===== config.mk =====
export PLATFORM = sky130hd
export DESIGN_NAME = regfile_mp
export DESIGN_NICKNAME = d
export VERILOG_FILES = /design/src/rtl/regfile_mp.sv
export SDC_FILE = /design/constraint.sdc
export NUM_CORES = 2
export LEC_CHECK = 0
export CORE_MARGIN = 2
export CORE_UTILIZATION = 33
export DETAILED_ROUTE_END_ITERATION = 7
export PLACE_DENSITY = 0.46
export SYNTH_ARGS = -nofsm -noshare
export SYNTH_HDL_FRONTEND = slang
export SYNTH_SLANG_ARGS = --single-unit

===== constraint.sdc =====
create_clock -name clk -period 10.9 [get_ports clk]
set_input_delay 2.18 -clock clk [delete_from_list [all_inputs] [get_ports clk]]
set_output_delay 2.18 -clock clk [all_outputs]
set_load 0.01 [all_outputs]

===== src/rtl/regfile_mp.sv =====
// Parametrised multi-port integer register file with optional write-to-read
// bypass and a per-register busy scoreboard for in-flight multi-cycle producers.
module regfile_mp #(
    parameter int XLEN     = 32,
    parameter int NREGS    = 32,
    parameter int NRD      = 2,
    parameter int NWR      = 1,
    parameter int BYPASS   = 1,
    parameter int ZERO_REG = 1,
    localparam int AW      = $clog2(NREGS)
) (
    input  logic                clk,
    input  logic                rst_n,
    input  logic [NRD*AW-1:0]   ra,
    output logic [NRD*XLEN-1:0] rd,
    output logic [NRD-1:0]      rbusy,
    input  logic [NWR-1:0]      we,
    input  logic [NWR*AW-1:0]   wa,
    input  logic [NWR*XLEN-1:0] wd,
    input  logic                rsv_en,
    input  logic [AW-1:0]      rsv_addr,
    output logic                rsv_stall,
    output logic [AW:0]         busy_cnt
);

    logic [NREGS-1:0][XLEN-1:0] mem_q, mem_d, wr_data;
    logic [NREGS-1:0]           busy_q, busy_d, busy_w, wr_hit;
    logic [AW:0]                cnt_q, cnt_d;
    logic                       rsv_ok;

    // Per-register write decode; later ports overwrite earlier ones so the
    // highest-index port wins on address collisions.
    always_comb begin
        wr_hit  = '0;
        wr_data = '0;
        for (int r = 0; r < NREGS; r++) begin
            for (int j = 0; j < NWR; j++) begin
                if (we[j] && (wa[j*AW +: AW] == AW'(r)) && !(ZERO_REG != 0 && r == 0)) begin
                    wr_hit[r]  = 1'b1;
                    wr_data[r] = wd[j*XLEN +: XLEN];
                end
            end
        end
    end

    always_comb begin
        busy_w    = busy_q & ~wr_hit;
        rsv_stall = rsv_en & busy_w[rsv_addr];
        rsv_ok    = rsv_en & ~rsv_stall & ((ZERO_REG == 0) || (rsv_addr != '0));
        busy_d    = busy_w;
        if (rsv_ok) busy_d[rsv_addr] = 1'b1;
        cnt_d = '0;
        for (int r = 0; r < NREGS; r++) begin
            mem_d[r] = wr_hit[r] ? wr_data[r] : mem_q[r];
            cnt_d    = cnt_d + (AW+1)'(busy_d[r]);
        end
    end

    for (genvar i = 0; i < NRD; i++) begin : g_rd
        logic [AW-1:0] a;
        logic          zero;
        assign a    = ra[i*AW +: AW];
        assign zero = (ZERO_REG != 0) && (a == '0);
        assign rd[i*XLEN +: XLEN] = zero ? '0 :
                                    ((BYPASS != 0) && wr_hit[a]) ? wr_data[a] : mem_q[a];
        // Busy as seen after this cycle's writes clear their targets.
        assign rbusy[i] = ~zero & busy_w[a];
    end

    always_ff @(posedge clk or negedge rst_n) begin
        if (!rst_n) begin
            mem_q  <= '0;
            busy_q <= '0;
            cnt_q  <= '0;
        end else begin
            mem_q  <= mem_d;
            busy_q <= busy_d;
            cnt_q  <= cnt_d;
        end
    end

    assign busy_cnt = cnt_q;

endmodule


# After elaboration in Yosys (flattened, before gate mapping)
# Cells that the tools add are included.
# word_totals
regBits	1030
input_bits	56
output_inout_bits	73
# op_classes
order_cmp	4
reduce_logical	35
n_addsub	31
bitwise	11
muxes	87
eq_ne	31
# ops
op	n
two-way mux 32 bit	40
binary-select mux 32 bit (select 5 bit)	4
adder 6 x 1 -> 6 bit	26
equality test 5 bit, second input constant	16
equality test 5 x 4 -> 1 bit, second input constant	8
two-way mux 1 bit	37
bitwise AND 32 bit	1
logical AND 1 bit	32
inverter 32 bit	1
OR 32 bit	1
binary-select mux 1 bit (select 5 bit)	5
equality test 5 x 3 -> 1 bit, second input constant	4
less-than comparator 5 x 6 -> 1 bit, second input constant	3
equality test 5 x 2 -> 1 bit, second input constant	2
zero test 5 bit	2
adder 5 x 1 -> 6 bit	1
adder 4 x 1 -> 5 bit	1
bitwise AND 1 bit	5
demux 1 bit (select 5 bit)	1
equality test 5 x 1 -> 1 bit, second input constant	1
>= comparator 5 x 1 -> 1 bit, second input constant	1
nonzero test 5 bit	1
adder 3 x 1 -> 4 bit	1
adder 2 x 1 -> 3 bit	1
other kinds (2)	4

# Logic depth before layout (Yosys ltp)
# depth
word_depth	43
depth_mapped	26
depth_no_buf	22

# Least setup slack after synthesis
# Ideal clock, no wire load.
# synth_timing
path_type	in2reg
from	input port wa[3]
to	register cnt_q[4], in the netlist busy_cnt[4]
slack_ps	2596
path_stages	22
path_buffers	3
t_required_ps	10820
t_arrival_ps	8224
path_cell_list	buf_2 -> or2_1 -> buf_4 -> o21ai_1 -> a22oi_1 -> a2111oi_4 -> nor4_4 -> buf_6 -> o41ai_1 -> fa_1 -> inv_1 -> fa_1 -> fa_1 -> inv_1 -> fa_1 -> fa_1 -> fa_1 -> ha_1 -> fa_1 -> a21o_1 -> a21oi_1 -> xnor2_1
# synth_between
word_cells_on_any_way	134
classes_between	31 x add/sub; 31 x eq/ne; 34 x mux; 7 x bitwise; 31 x reduce/logical
# synth_lines
element	line	source
start: declaration	18	input logic [NWR*AW-1:0] wa,
equality test 5 x 1 -> 1 bit, or another cell as far along	38	if (we[j] && (wa[j*AW +: AW] == AW'(r)) && !(ZERO_REG != 0 && r == 0)) begin
logical AND 1 bit	38	
two-way mux 1 bit	38	
inverter 32 bit (*)	47	busy_w = busy_q & ~wr_hit;
bitwise AND 32 bit (*)	47	
binary-select mux 1 bit (select 5 bit)	48	rsv_stall = rsv_en & busy_w[rsv_addr];
two-way mux 1 bit (implied by the code)	48	
bitwise AND 1 bit	48	
inverter 1 bit	49	rsv_ok = rsv_en & ~rsv_stall & ((ZERO_REG == 0) || (rsv_addr != '0));
bitwise AND 1 bit (2 in series)	49	
two-way mux 32 bit (*)	51	if (rsv_ok) busy_d[rsv_addr] = 1'b1;
named net busy_d[7]	27	logic [NREGS-1:0] busy_q, busy_d, busy_w, wr_hit;
adder 6 x 1 -> 6 bit (*) (25 in series)	55	cnt_d = cnt_d + (AW+1)'(busy_d[r]);
named net cnt_d[4]	28	logic [AW:0] cnt_q, cnt_d;
end signal: assignment	78	cnt_q <= cnt_d;
end: declaration	28	
# Mark *: on every way through the listed nets, which the timed path passes. The rest lies on a longest branch. The select of a mux whose other input is x is not followed.
# A chain may end at the register's enable or synchronous reset.

# Worst setup path after layout
# layout_timing
from	input port wa[2]
to	register cnt_q[4], in the netlist busy_cnt[4]
# layout_between
elab_chain_cells	43
word_cells_on_any_way	134
classes_between	31 x add/sub; 31 x eq/ne; 34 x mux; 7 x bitwise; 31 x reduce/logical
# layout_rtl
element	line
equality test 5 x 1 -> 1 bit, or another cell as far along	38
logical AND 1 bit	38
two-way mux 1 bit	38
inverter 32 bit (*)	47
bitwise AND 32 bit (*)	47
binary-select mux 1 bit (select 5 bit)	48
two-way mux 1 bit (implied by the code)	48
bitwise AND 1 bit	48
[... 4 more ...]	-
named net busy_d[1]	27
adder 1 x 1 -> 2 bit (*)	55
adder 2 x 1 -> 3 bit (*)	55
adder 3 x 1 -> 4 bit (*)	55
adder 4 x 1 -> 5 bit (*)	55
adder 5 x 1 -> 6 bit (*)	55
adder 6 x 1 -> 6 bit (*) (26 in series)	55
named net cnt_d[4]	28
# Marked as above.

==> results.md <==
- Main synth FF type: dfrtp_1
- Leakage: 26.9 nW
- Sequential-to-total area share from yosys stat: 45.0%
- Fin worst setup slack: 1.79 ns
- Syn_area_per_cell: 14.5 sq um
- Worst VDD drop: 0.167 mV
- Final Power: 12.4 mW
- Post-synth EDFFs: 0
- Reg-to-Reg Start: busy_q[7]
- Worst Hold Launch: busy_q[0]
- Synth Register Bits: 1030
- Count of different cell masters after synthesis: 74
- # rows: 152
- Worst-Margin Slew: 1.23 ns
- Total gr overflow: 0
- CTS sink count: 1030
- Final setup vio count: 0
- Nets: 3961
- Die Y: 420 um
- Status: finished with violations
- Initial antenna violation count: 4
- First-pass iteration count of the detailed router: 8
- Slew HR: 17.9%
- Total wire length after detailed routing: 201 mm
- Count of pins over their slew limit: 0
- Non-Filler Instances: 6275
- Post-Place Cell Area: 60900 sq um
- Mapped Area: 57200 sq um
- Max Cap Violations: 0
- IO Pins: 129
- Share of synthesized registers carrying an async set or reset: 100%
- DR vias/cell: 5.80
- Total Die Area: 177000 sq um
- Final setup TNS: 0 ns
- Fin. Hold Viols: 0
- Synth warnings: 0
- TritonCTS Buffers: 119
- Setup crit end kind: flop
- Finished Core Util: 37.7%
- Routability cong.: 0.895
- Place WS: 1.06 ns
- CTS Hold Bufs: 0
- PD cells: 192 nW/um^2
- Fmax achieved: 0.110 GHz
- Cells after synthesis: 3943
- Post-cts resize count: 0
- Layout Cell Area excl Fill: 64800 sq um
- Failing checks: DRC
- Fin crit period: 9.11 ns
- HPWL Detailed: 107 mm
- # H-tree levels: 3
- Unrepaired setup endpoints after global routing: no
- # DRC: 2
- Clock slew seen by the registers of the worst setup and hold paths: 0.05 ns
- Initial DRC count: 3197
- CTS tree: yes
- CP Launch Point: wa[2]
- Fill count: 16.2k
- Worst Setup Path Type: in2reg
- Worst-case clock skew: 0.0263 ns
- Initial Util: 33.3%
- Post-CTS Setup Bufs: 0
- Tot GR Track Use: 22.9%
- Post-route clock period utilization: 83.6%
- Core Region: 172000 sq um
- Placed Cells: 6063
- Crit path launch type: input pin
- Post-route ant nets: 0
- DR vias: 36.4k
- Critical path peak fanout: 30
- Chip width: 420 um
- Commonest non-fill, non-tap cell in the layout: dfrtp_1
- Layout cells sized above 1: 46.7%
- Vias in the first global route: 37.7k
- PortBufs: 128
- First-pass GRT wire length: 291 mm
- Hold Worst Slack: 0.500 ns
- Skew-Pair Late Insertion Delay: 0.73 ns
- Max Root-Sink Buffers: 3
- Hold crit path type: reg2reg
- Area growth, synth to finish: 13.1%
- WL/cell: 32.1 um
- Most frequent cells in the layout: 1030 x dfrtp_1, 925 x mux2_2, 578 x mux4_2, 209 x nand2_1, 198 x o21ai_0
- CP required: 11.55 ns
- Root Driver: clkbuf_16
- Largest net degree at the start of global routing: 159
- Post-Syn Nets: 4030
- Critical path data arrival time: 9.76 ns
[per-layer routing]
| metal | vias up | share of wire [%] | track usage [%] |
|---|---|---|---|
| met1 | 20026 | 46 | 32.7 |
| met2 | 995 | 47 | 36.4 |
| met5 | - | 0.011 | 0 |
| met4 | 4 | 2.9 | 6.62 |
| li1 | 15073 | - | - |
| met3 | 315 | 4.5 | 3.21 |
[power by group]
part | switching [mW] | internal, mW
Combinational | 1.42 | 1.87
Clock | 1.69 | 2.36
Sequential | 0.507 | 4.59
[path summary, 6_finish.rpt]
path                               endpoint  cells after the start  slack (ns)
min in group asynchronous        mem_q[942]                      1        1.48
worst max-delay path            busy_cnt[4]                     22        1.79
max in group asynchronous        mem_q[645]                      3        7.15
worst max register to register  busy_cnt[4]                     19        4.32
worst min-delay path              busy_q[0]                      0        0.50
worst min register to register    busy_q[0]                      0        0.50
[critical path, stage by stage]
cell and delay [ns]:
clkdlybuf4s50_1 0.46, buf_4 0.25, nand2b_1 0.76, o21ai_0 0.38, a22oi_1 0.30, nand4_1 0.18
nor4_4 0.45, buf_4 0.39, o31ai_1 0.18, fa_1 0.56, inv_1 0.05, fa_1 0.47
fa_1 0.49, inv_1 0.05, fa_1 0.47, fa_1 0.55, fa_1 0.42, ha_1 0.24
fa_1 0.46, a21o_1 0.17, a21oi_1 0.16, xnor2_1 0.13
[Yosys cell counts, types with 11 or more instances]
cell          n  area, sq um
buf_4        13         97.6
mux4_2      578        13000
nor3_1       12         60.1
clkbuf_1    292         1100
mux2_2      925        10400
buf_1        27          101
a22o_1       31          272
o31ai_1      23          173
a221oi_1     11         96.3
nor2_1       48          180
a21oi_1      28          140
fa_1         24          480
o21ai_1      33          165
o31a_1       11         96.3
a31oi_1      11         68.8
nand3_1      18         90.1
o21ai_0     198          991
inv_1        46          173
mux2i_1      88          881
a2111oi_0    11         96.3
nand2_1     224          841
buf_2        83          415
dfrtp_1    1030        25800
[state kept, by name, summed over array words and instances, names as in the netlist]
register / count
busy_cnt: 6
mem_q: 992
busy_q: 32
[logic make-up (layout without fill, tap and decap cells)]
logic type	after synthesis	in the layout	synth area share, %
buffers and inverters	467	487	3.38
and+or+nand+nor	373	373	3.05
other	0	2	0
DFF	1030	1030	45.0
muxes	1591	1591	42.5
adders and majority gates	31	31	0.992
AOI/OAI and AO/OA	438	438	4.87
xor gates and xnor gates	13	13	0.199
[layout make-up]
class                   count  area (sq um)  share of cell area, %
multi-input cells        2446         29800                   46.0
flip-flops and latches   1030         25800                   39.8
clock buffers             181          3540                   5.47
well taps                2310          2890                   4.46
repair buffers            229          2200                   3.39
clock inverters            29           335                  0.518
inverters                  48           188                  0.290
diodes                      2          5.00                0.00773
Note: power is estimated with default switching activity, not from simulation.
